===== src/rtl/mux_lane_scheduler.sv =====
// Four-lane byte scheduler: each lane is buffered in a small FIFO and one lane per cycle
// drives the output stream, either by fixed time slot or by skip-empty round-robin.
module mux_lane_scheduler #(
    parameter int DATA_W = 8,
    parameter int DEPTH  = 4
) (
    input  logic              clk_2f,
    input  logic              reset_L,
    input  logic [DATA_W-1:0] data_in0,
    input  logic [DATA_W-1:0] data_in1,
    input  logic [DATA_W-1:0] data_in2,
    input  logic [DATA_W-1:0] data_in3,
    input  logic              valid_in0,
    input  logic              valid_in1,
    input  logic              valid_in2,
    input  logic              valid_in3,
    input  logic              mode,
    input  logic              pause,
    output logic [DATA_W-1:0] data_out,
    output logic              valid_out,
    output logic [1:0]        lane_out,
    output logic [3:0]        full,
    output logic [3:0]        empty,
    output logic [3:0]        overflow
);

    localparam int AW = $clog2(DEPTH);
    localparam int CW = AW + 1;
    localparam logic [CW-1:0] FULL_CNT = CW'(DEPTH);

    logic [DATA_W-1:0] r_mem [4][DEPTH];
    logic [AW-1:0]     r_wrPtr [4];
    logic [AW-1:0]     r_rdPtr [4];
    logic [CW-1:0]     r_count [4];
    logic [3:0]        r_full;
    logic [3:0]        r_empty;
    logic [3:0]        r_overflow;
    logic [DATA_W-1:0] r_dataOut;
    logic              r_validOut;
    logic [1:0]        r_laneOut;
    logic [1:0]        r_rr;

    logic [DATA_W-1:0] w_dataIn [4];
    logic [3:0]        w_validIn;
    logic [3:0]        w_push;
    logic [3:0]        w_pop;
    logic [CW-1:0]     w_countNext [4];
    logic [1:0]        w_grantLane;
    logic [1:0]        w_cand;
    logic              w_grantValid;
    logic [DATA_W-1:0] w_head;

    assign w_dataIn[0] = data_in0;
    assign w_dataIn[1] = data_in1;
    assign w_dataIn[2] = data_in2;
    assign w_dataIn[3] = data_in3;
    assign w_validIn   = {valid_in3, valid_in2, valid_in1, valid_in0};

    // The registered full flag gates pushes, so a full lane rejects even while it pops.
    assign w_push = w_validIn & ~r_full;

    // Mode 1 scans offsets 3..0 so the lowest offset from rr is the one left standing.
    always_comb begin
        w_grantLane  = r_rr;
        w_grantValid = 1'b0;
        w_cand       = r_rr;
        w_pop        = '0;
        if (!pause) begin
            if (!mode) begin
                w_grantValid = !r_empty[r_rr];
            end else begin
                for (int k = 3; k >= 0; k--) begin
                    w_cand = r_rr + 2'(k);
                    if (!r_empty[w_cand]) begin
                        w_grantLane  = w_cand;
                        w_grantValid = 1'b1;
                    end
                end
            end
            if (w_grantValid) begin
                w_pop[w_grantLane] = 1'b1;
            end
        end
    end

    assign w_head = r_mem[w_grantLane][r_rdPtr[w_grantLane]];

    always_comb begin
        for (int n = 0; n < 4; n++) begin
            w_countNext[n] = r_count[n];
            if (w_push[n] && !w_pop[n]) begin
                w_countNext[n] = r_count[n] + 1'b1;
            end else if (!w_push[n] && w_pop[n]) begin
                w_countNext[n] = r_count[n] - 1'b1;
            end
        end
    end

    always_ff @(posedge clk_2f) begin
        for (int n = 0; n < 4; n++) begin
            if (w_push[n]) begin
                r_mem[n][r_wrPtr[n]] <= w_dataIn[n];
            end
        end
    end

    always_ff @(posedge clk_2f) begin
        if (!reset_L) begin
            for (int n = 0; n < 4; n++) begin
                r_wrPtr[n] <= '0;
                r_rdPtr[n] <= '0;
                r_count[n] <= '0;
            end
            r_full     <= 4'h0;
            r_empty    <= 4'hF;
            r_overflow <= 4'h0;
            r_dataOut  <= '0;
            r_validOut <= 1'b0;
            r_laneOut  <= 2'd0;
            r_rr       <= 2'd0;
        end else begin
            for (int n = 0; n < 4; n++) begin
                if (w_push[n]) begin
                    r_wrPtr[n] <= r_wrPtr[n] + 1'b1;
                end
                if (w_pop[n]) begin
                    r_rdPtr[n] <= r_rdPtr[n] + 1'b1;
                end
                if (w_validIn[n] && r_full[n]) begin
                    r_overflow[n] <= 1'b1;
                end
                r_count[n] <= w_countNext[n];
                r_full[n]  <= (w_countNext[n] == FULL_CNT);
                r_empty[n] <= (w_countNext[n] == '0);
            end
            r_validOut <= w_grantValid;
            // An empty fixed slot still advances the rotation; an idle round-robin holds.
            if (w_grantValid) begin
                r_dataOut <= w_head;
                r_laneOut <= w_grantLane;
                r_rr      <= w_grantLane + 2'd1;
            end else if (!pause && !mode) begin
                r_laneOut <= r_rr;
                r_rr      <= r_rr + 2'd1;
            end
        end
    end

    assign data_out  = r_dataOut;
    assign valid_out = r_validOut;
    assign lane_out  = r_laneOut;
    assign full      = r_full;
    assign empty     = r_empty;
    assign overflow  = r_overflow;

endmodule


===== config.mk =====
export PLATFORM = sky130hd
export DESIGN_NAME = mux_lane_scheduler
export DESIGN_NICKNAME = d
export VERILOG_FILES = /design/src/rtl/mux_lane_scheduler.sv
export SDC_FILE = /design/constraint.sdc
export NUM_CORES = 1
export LEC_CHECK = 0
export ABC_AREA = 1
export CAP_MARGIN = 10
export CORE_MARGIN = 5
export CORE_UTILIZATION = 61
export CTS_BUF_LIST = sky130_fd_sc_hd__clkbuf_8
export CTS_CLUSTER_SIZE = 40
export DETAILED_ROUTE_END_ITERATION = 10
export GPL_TIMING_DRIVEN = 0
export PLACE_DENSITY = 0.82
export SYNTH_ARGS = -nofsm -noshare
export SYNTH_HDL_FRONTEND = slang
export SYNTH_SLANG_ARGS = --single-unit

===== constraint.sdc =====
create_clock -name clk_2f -period 2.7 [get_ports clk_2f]
set_input_delay 0.27 -clock clk_2f [delete_from_list [all_inputs] [get_ports clk_2f]]
set_output_delay 0.27 -clock clk_2f [all_outputs]
set_load 0.005 [all_outputs]

Word level (Yosys, flattened, before mapping)
Memory sizes are Yosys's and may differ from the RTL's.
Cells that the tools add are included.
- bits in registers: 25
- input bits: 40
- word-level logic and storage cells: 197
- bits in writable memories: 156
- memories: 4
- mux-type cells: 91
- bitwise gates (word level): 19
- eq/ne operators: 4
- reductions and logical operators: 34
- add/subtract/negate cells: 20
- order comparisons: 15
- memory list (name ; words ; width ; read ports ; clocked after Yosys merged registers in ; wr ports ; line ; RTL):
    r_mem ; 4 ; 32 ; 1 ; 0 ; 4 ; 31 ; logic [DATA_W-1:0] r_mem [4][DEPTH];
    r_count ; 4 ; 3 ; 4 ; 0 ; 4 ; 34 ; logic [CW-1:0] r_count [4];
    r_rdPtr ; 4 ; 2 ; 5 ; 0 ; 4 ; 33 ; logic [AW-1:0] r_rdPtr [4];
    r_wrPtr ; 4 ; 2 ; 4 ; 0 ; 4 ; 32 ; logic [AW-1:0] r_wrPtr [4];
- operators with widths (cell ; count):
    32-bit two-way mux ; 4
    8-bit demux with 2-bit select ; 4
    8-bit two-way mux ; 6
    1-bit two-way mux ; 38
    2-bit two-way mux ; 19
    3-bit two-way mux ; 12
    2-bit by 1-bit adder with 2-bit output, second input constant ; 10
    1-bit logical AND ; 18
    8-bit binary-select mux with 2-bit select ; 1
    3-bit >= comparator, second input constant ; 5
    2-bit by 3-bit < comparator with 1-bit output, second input constant ; 5
    2-bit inverter with 3-bit output ; 5
    3-bit by 1-bit adder with 3-bit output, second input constant ; 4
    3-bit equality test, second input constant ; 4
    3-bit logical NOT ; 4
    3-bit by 1-bit < comparator with 1-bit output, second input constant ; 4
    1-bit OR ; 12
    3-bit by 1-bit subtractor with 3-bit output, second input constant ; 4
    1-bit logical NOT ; 11
    1-bit binary-select mux with 2-bit select ; 4
    4-bit two-way mux ; 2
    2-bit adder, second input constant ; 2
    4-bit bitwise AND ; 1
    4-bit inverter ; 1
    other kinds (3) ; 3

Depth between registers and ports, before layout
Gate-level depths: netlist of the first run.
- word-level depth: 19
- depth in mapped cells: 24
- gate-level depth less buffers: 21

Worst setup path after synthesis of the first run
OpenSTA, ideal clock, no wires.
- kind: reg-to-reg
- from: reg r_rr[1]
- to: reg r_dataOut[0] (netlist: data_out[0])
- arrival: 1905 ps
- required time: 2591 ps
- setup slack: 687 ps
- cell stages (with the launch flop): 23
- clock period less this slack: 2013 ps
- library setup time: 109 ps
- buffers on the path: 2
- cells stage by stage: dfxtp_1 buf_4 inv_2 nand2_1 nand2_1 nand2_1 nand2_1 inv_2 nand2_2 nand2_1 nand2_2 nand3_4 nand2_4 buf_8 nand2_1 o21ai_1 inv_2 nand2_1 o21ai_2 nand2_1 nand3_1 nand2_1 inv_1
- cells in the longest elaborated chain, start to end: 15
- RTL lines (what ; line ; RTL):
    start, declared ; 41 ; logic [1:0] r_rr;
    start signal, assigned ; 141 ; r_rr <= w_grantLane + 2'd1;
    start signal, assigned ; 144 ; r_rr <= r_rr + 2'd1;
    2-bit adder ; 73 ; w_cand = r_rr + 2'(k);
    1-bit binary-select mux with 2-bit select ; 74 ; if (!r_empty[w_cand]) begin
    1-bit two-way mux (not written as such) ; 74 ;
    2-bit two-way mux (4 in series) ; 74 ;
    2-bit two-way mux ; 69 ; if (!mode) begin
    2-bit two-way mux (2 in series) ; 68 ; if (!pause) begin
    memory read 4 x 2 bit ; n/a ;
    2-bit inverter with 3-bit output (not written as such) ; 86 ; assign w_head = r_mem[w_grantLane][r_rdPtr[w_grantLane]];
    8-bit binary-select mux with 2-bit select ; 86 ;
    8-bit two-way mux (not written as such) (2 in series) ; 86 ;
    end signal, assigned ; 139 ; r_dataOut <= w_head;
    end, declared ; 38 ; logic [DATA_W-1:0] r_dataOut;
Parallel ways exist; a longest one is shown, timed or not. The select of a mux whose other input is x is not followed.
A chain may end at the register's enable or synchronous reset.

Worst setup path after layout of the first run
- from: reg r_rr[1]
- to: reg r_dataOut[3] (netlist: data_out[3])
Same word-level chain as after synthesis.

==> run metrics, run 1 <==
status=completed; ANT cells=0; IO Pins=63; DRC Markers=0; Top FF cell, synth=edfxtp_1; HP Class=in2reg; peak fanout along the critical path=10; HP Start=valid_in2; pin count of the biggest net entering global routing=17; hold_ws=0.424 ns; synthesized area per cell=8.89 um^2; final setup fails=0; Pwr Density=889 nW/um^2; Max-cap violations=0; fin crit period=2.50 ns; fin nets=1146; H-tree depth=4; cell count after synthesis=998; Final Util=0.706; Via-to-Cell Ratio=5.36; skew final=0.0171 ns; Worst Path Required=3.12 ns; unique cell type count in the Yosys netlist=35; Core Footprint=14400 um^2; DPL Wire Length=15100 um; Global Route Usage Sum=0.251; simple-gate share of the synthesized area=0.266; Max transition margin=0.440; Area contributors post-synth=edfxtp_1 (49%), nand2_1 (14%), dfxtp_1 (8.4%); FFs w/ async S/R, synth=0; first-pass GRT wire length=32200 um; CTS tree=done; r2r setup slk=0.20 ns; gr ovfl total=0; syn_nets=1062; WHS Endpoint=overflow[2]; number of CTS-inserted buffers=17; initial core utilization=0.617; setup ws final=0.201 ns; antenna viol nets, final=0; full die area=17000 um^2; worst r2r dst=data_out[3]; Lkg Pwr=4.68 nW; area share of the largest cell type after synthesis=0.488; Worst R2R Start=r_rr[1]; Synth Area in Adders=0.0339; share of cells above drive strength 1=0.0823; CTS Sinks=181; portion of netlist area occupied by mux cells=0; Compound-Gate Fraction of Synth Area=0.0269; crit end category=flip-flop; Rows=44; DRT iter0 DRCs=627; hold-critical path depth=3; Arr. time, crit path=2.92 ns; CP startpoint kind=flip-flop; critical path class=reg2reg; wire length per cell after detailed routing=16.1 um; worst-skew pair later-pin latency=0.47 ns; number of synthesized flops with an enable pin=144; clk root buf=clkbuf_8; vias in the first global route=6735; CTS max path bufs=2; Reg2Reg Depth=22; Final GP Congestion=0.940; largest family of logic cells by synthesized area=simple AND/OR/NAND/NOR gates; antenna violations before repair=0; Place WS=0.0820 ns; input/output buffers=62; clk slew on worst S/H paths=0.09 ns; maximum VDD drop=0.614 mV; fmax=0.400 GHz; ranking of synthesized cells by instance count=nand2_1 (340), inv_1 (145), edfxtp_1 (144), nand3_1 (127), nor2_1 (45); synth-to-layout area growth=14.4%; final hold vios=0; post-synthesis sequential area ratio=0.571; cell taking the most area after synthesis=edfxtp_1; Final Cycle Share=0.925; Detailed Route WL=20600 um; synthesized cell area=8870 um^2; Ys Warns=0; DR pass1 iterations=7; post-synthesis xor/xnor area fraction=0.0119; flops & latches, synth=181; cts hold-fix bufs=0; most common cell in the synthesized netlist=nand2_1; DIE HEIGHT=131 um; Max Transition Viols Final=0; vias=6845; Worst-Margin Slew=0.837 ns; fillcell total=1093; Die Wd=131 um
-- layout make-up --
| class | count | area, um^2 | area share |
|---|---|---|---|
| well taps | 184 | 230 | 0.0227 |
| multi-input cells | 625 | 3030 | 0.298 |
| inverters | 157 | 589 | 0.0581 |
| plain buffers | 36 | 228 | 0.0224 |
| repair buffers | 64 | 636 | 0.0627 |
| clock buffers | 17 | 234 | 0.0231 |
| flip-flops and latches | 181 | 5060 | 0.499 |
| clock inverters | 14 | 136 | 0.0134 |
-- metrics by stage --
step	TNS [ns]	power (mW)	area (um^2)	std cells
6_report	0	9.01	10100	1278
3_5_place_dp	0	7.19	9720	1244
5_1_grt	-0.00404	9.65	10100	1278
4_1_cts	0	8.91	10100	1275
2_1_floorplan	0	6.11	8870	998
3_3_place_gp	0	7.08	9720	1244
-- registers in the layout, summed over array words and instances (netlist names) --
register / cells
lane_out: 2
empty: 4
r_mem: 128
full: 4
overflow: 4
data_out: 8
r_rdPtr: 8
valid_out: 1
r_wrPtr: 8
r_count: 12
r_rr: 2
-- cell usage in the layout (no fill, tap or decap), drive strengths merged, types with 16 or more instances in the layout --
| cell | n |
|---|---|
| ha | 24 |
| nand3 | 131 |
| inv | 161 |
| nor2 | 49 |
| o21ai | 16 |
| edfxtp | 144 |
| buf | 26 |
| dfxtp | 37 |
| nand2 | 355 |
| clkbuf | 29 |
| clkdlybuf4s50 | 62 |
-- worst max-delay path: stages (launching register included) --
cell and delay [ns]:
dfxtp_1 0.30, buf_4 0.16, inv_2 0.09, nand2_1 0.05, nand2_1 0.08, nand2_1 0.07, nand2_1 0.10, nor2_1 0.05
nand2_1 0.05, nand2_1 0.06, nand2_2 0.09, nand3_1 0.07, nand2_1 0.12, buf_4 0.20, buf_2 0.28, nand3_1 0.17
nand2_1 0.10, nand2_1 0.05, nand2_1 0.06, nand2_1 0.05, nand3_1 0.10, nand2_1 0.07, inv_1 0.05
-- per-layer routing --
metal | global-route usage | share of wire
met5 | 0 | 0
met4 | 0.113 | 0.037
met3 | 0.0565 | 0.068
met2 | 0.431 | 0.50
met1 | 0.303 | 0.39
-- power breakdown --
| part | switching (mW) | leakage [nW] | internal, mW |
|---|---|---|---|
| clock network | 0.934 | 0.194 | 0.810 |
| registers | 0.170 | 1.65 | 3.33 |
| logic | 2.42 | 2.83 | 1.34 |
| total | 3.53 | 4.68 | 5.49 |
-- cells by family after synthesis --
kind of cell	Yosys count
adders and majority gates	24
AOI/OAI and AO/OA	38
buffers and inverters	193
DFF	181
and+or+nand+nor	550
xor gates and xnor gates	12
-- worst max-delay path by stage --
stage,endpoint,from
after floorplan,data_out[0],r_rr[1]
after global placement,data_out[3],mode
after detailed placement,data_out[3],mode
after CTS,data_out[3],r_rr[1]
after global routing,data_out[7],r_rr[1]
final,data_out[3],r_rr[1]
-- repair_timing --
| action | CTS | global route |
|---|---|---|
| setup buffers | 0 | 2 |
| gates resized for setup | 0 | 11 |
| setup endpoints to repair | 0 | 8 |
No activity file was read; power rests on OpenSTA's default activity.
==> inputs of run 2 (changes only) <==
--- a/config.mk
+++ b/config.mk
@@ -10,9 +10,9 @@
 export CORE_MARGIN = 5
 export CORE_UTILIZATION = 61
 export CTS_BUF_LIST = sky130_fd_sc_hd__clkbuf_8
-export CTS_CLUSTER_SIZE = 40
+export CTS_CLUSTER_SIZE = 20
 export DETAILED_ROUTE_END_ITERATION = 10
-export GPL_TIMING_DRIVEN = 0
+export GPL_TIMING_DRIVEN = 1
 export PLACE_DENSITY = 0.82
 export SYNTH_ARGS = -nofsm -noshare
 export SYNTH_HDL_FRONTEND = slang
==> run 2 against run 1 <==
  * Worst setup slack better by 0.050 ns
  * Final cell count is 0.63% lower
  * Clock skew is 0.0029 ns lower
  * Design area is 0.51% higher
  * Global-route usage is 2.0 points lower
  * Die area stayed put
  * Hold slack better by 0.00087 ns
  * Critical path depth is 3 lower
  * Sequential share of layout area is 0.23 points lower
==> run metrics, run 2 (synthesis results as in run 1) <==
status=completed; WP buf/inv=3 (-2); initial core utilization=0.617 (unchanged); Max-cap violations=0 (unchanged); skew final=0.0142 ns (-0.00289 ns); fmax=0.408 GHz (+2.0%); wire length per cell after detailed routing=14.7 um (-8.6%); CTS Sinks=181 (unchanged); Pwr Density=878 nW/um^2 (-1.2%); peak fanout along the critical path=18 (+8); vias=6642 (-3.0%); DR pass1 iterations=5 (-2); Logic pwr share=0.390 (-0.028); crit-path leading delay family=simple AND/OR/NAND/NOR gates; antenna viol nets, final=0 (unchanged); gr ovfl total=0 (unchanged); antenna violations before repair=0 (unchanged); first-pass GRT wire length=30100 um (-6.6%); TNS Setup=0 ns (unchanged); Rows=44 (unchanged); Global Route Usage Sum=0.231 (-0.0197); vias in the first global route=6591 (-2.1%); Reg2Reg Depth=19 (-14%); DPL Wire Length=13600 um (-9.8%); hold-critical path depth=3 (unchanged); crit end category=flip-flop; Lkg Pwr=4.72 nW (+0.85%); leading cell type in the layout, fill and taps excluded=nand2_1; final hold vios=0 (unchanged); non-filler cells, final=1270 (-0.63%); Detailed Route WL=18700 um (-9.2%); Max transition margin=0.664 (+0.224); hold_ws=0.425 ns (+0.000868 ns); net load switching power=3.34 mW (-5.2%); most frequent cells in the layout=nand2_1 (340), inv_1 (146), edfxtp_1 (144); full die area=17000 um^2 (unchanged); fin nets=1137 (-0.79%); critical path class=reg2reg; Core Footprint=14400 um^2 (unchanged); pin count of the biggest net entering global routing=36 (+19); input/output buffers=62 (unchanged); ANT cells=0 (unchanged); HP Class=in2reg; max FFs per register=128 (unchanged); fin crit period=2.45 ns (-0.0502 ns); Switching Share=0.373 (-0.0179); maximum VDD drop=0.672 mV (+9.4%); Arr. time, crit path=2.83 ns (-0.09 ns); Die Wd=131 um (unchanged); DIE HEIGHT=131 um (unchanged); Worst-Margin Slew=0.504 ns (-0.333 ns); cts hold-fix bufs=0 (unchanged); Final GP Congestion=0.856 (-9.0%); clk root buf=clkbuf_8; worst-skew pair later-pin latency=0.47 ns (about the same); Crit. path cell count=19 (-14%); number of CTS-inserted buffers=17 (unchanged); Internal=5.61 mW (+2.2%); CTS max path bufs=2 (unchanged); Via-to-Cell Ratio=5.23 (-2.4%); unrepaired setup endpoints after global routing=false; power share of the sequential group=0.394 (+0.005); final setup fails=0 (unchanged); total power=8.95 mW (-0.69%); CP Cell Sequence=inv_2 -> nand2_1 -> nand2_1 -> nand2_1 -> nand2_1 -> nand2_1 -> nand2_2 -> nand3_1 -> nand3_4 -> buf_4 -> nand3_1 -> nand3_1 -> nand2_2 -> nand2_1 -> nand2_1 -> nand2_1 -> nand3_1 -> nand2_1 -> inv_1; share of cells above drive strength 1=0.0893 (+0.00705); DRC Markers=0 (unchanged); Final Cycle Share=0.907 (-0.0186); Crit path largest cell delay=0.37 ns (+0.07 ns); cell mode on critical path=nand2_1; Max Transition Viols Final=0 (unchanged); CP startpoint kind=flip-flop; clock power share=0.216 (+0.023); synth-to-layout area growth=15.0%; IO Pins=63 (unchanged); # placed instances=1238 (-0.48%); H-tree depth=4 (unchanged); CTS tree=done; DRT iter0 DRCs=437 (-30%); CP max stage cell=dfxtp_2; Worst Path Required=3.08 ns (-0.04 ns); clk slew on worst S/H paths=0.09 ns (about the same)
## run 2: changes by cell type in the layout (fill, tap and decap cells not counted), sizes merged
cell    before  now
nand2      355  354
clkinv       7    8
clkbuf      29   17
inv        161  159
buf         26   30
bufinv       2    4
## run 2: worst paths after layout
kind | start | end | slack, ns
worst max-delay path | r_rr[0] | data_out[4] | 0.25
worst min register to register | overflow[0] | overflow[0] | 0.47
worst max register to register | r_rr[0] | data_out[4] | 0.25
worst min-delay path | valid_in1 | overflow[1] | 0.42
## run 2: cell type report
cell class / instances / area [um^2]
multi-input cells: 624 / 3000
well taps: 184 / 230
clock inverters: 15 / 185
flip-flops and latches: 181 / 5070
inverters: 157 / 589
fillers: 1064 / 4170
repair buffers: 92 / 887
clock buffers: 17 / 234
## run 2: worst register-to-register path: stages, from the launching register on
cell     delay [ns]
dfxtp_2        0.37
inv_2          0.14
nand2_1        0.07
nand2_1        0.11
nand2_1        0.09
nand2_1        0.06
nand2_1        0.06
nand2_2        0.07
nand3_1        0.11
nand3_4        0.13
buf_4          0.25
nand3_1        0.10
nand3_1        0.11
nand2_2        0.20
nand2_1        0.16
nand2_1        0.07
nand2_1        0.06
nand3_1        0.09
nand2_1        0.08
inv_1          0.04
## run 2: stage by stage
stage | utilization | cell area [um^2] | setup WS [ns]
after floorplan | - | 8870 | 0.687
after CTS | 0.709 | 10200 | 0.187
after global routing | 0.710 | 10200 | 0.0211
after global placement | 0.680 | 9770 | 0.275
after detailed placement | 0.680 | 9770 | 0.191
final | 0.710 | 10200 | 0.251
## run 2: repair_timing
action,in CTS,in global routing
gates resized for setup,0,3
setup endpoints to repair,0,8
buffers inserted,0,0
## run 2: power by group through the flow
stage                     logic (mW)  registers, mW  clock network, mW
after floorplan                 2.58           3.53                  0
after global placement          3.37           3.58                  0
after detailed placement        3.46           3.59                  0
after CTS                       3.48           3.52               1.97
after global routing            3.92           3.56               2.09
final                           3.49           3.53               1.93
## run 2: per-layer routing
metal	global-route usage	part of all wire	wire, um	vias to the layer above
met5	0	0	0	-
met4	0.113	0.035	653	0
met3	0.0504	0.055	1020	44
met1	0.268	0.40	7420	3054
li1	-	-	-	3320
met2	0.406	0.51	9560	224
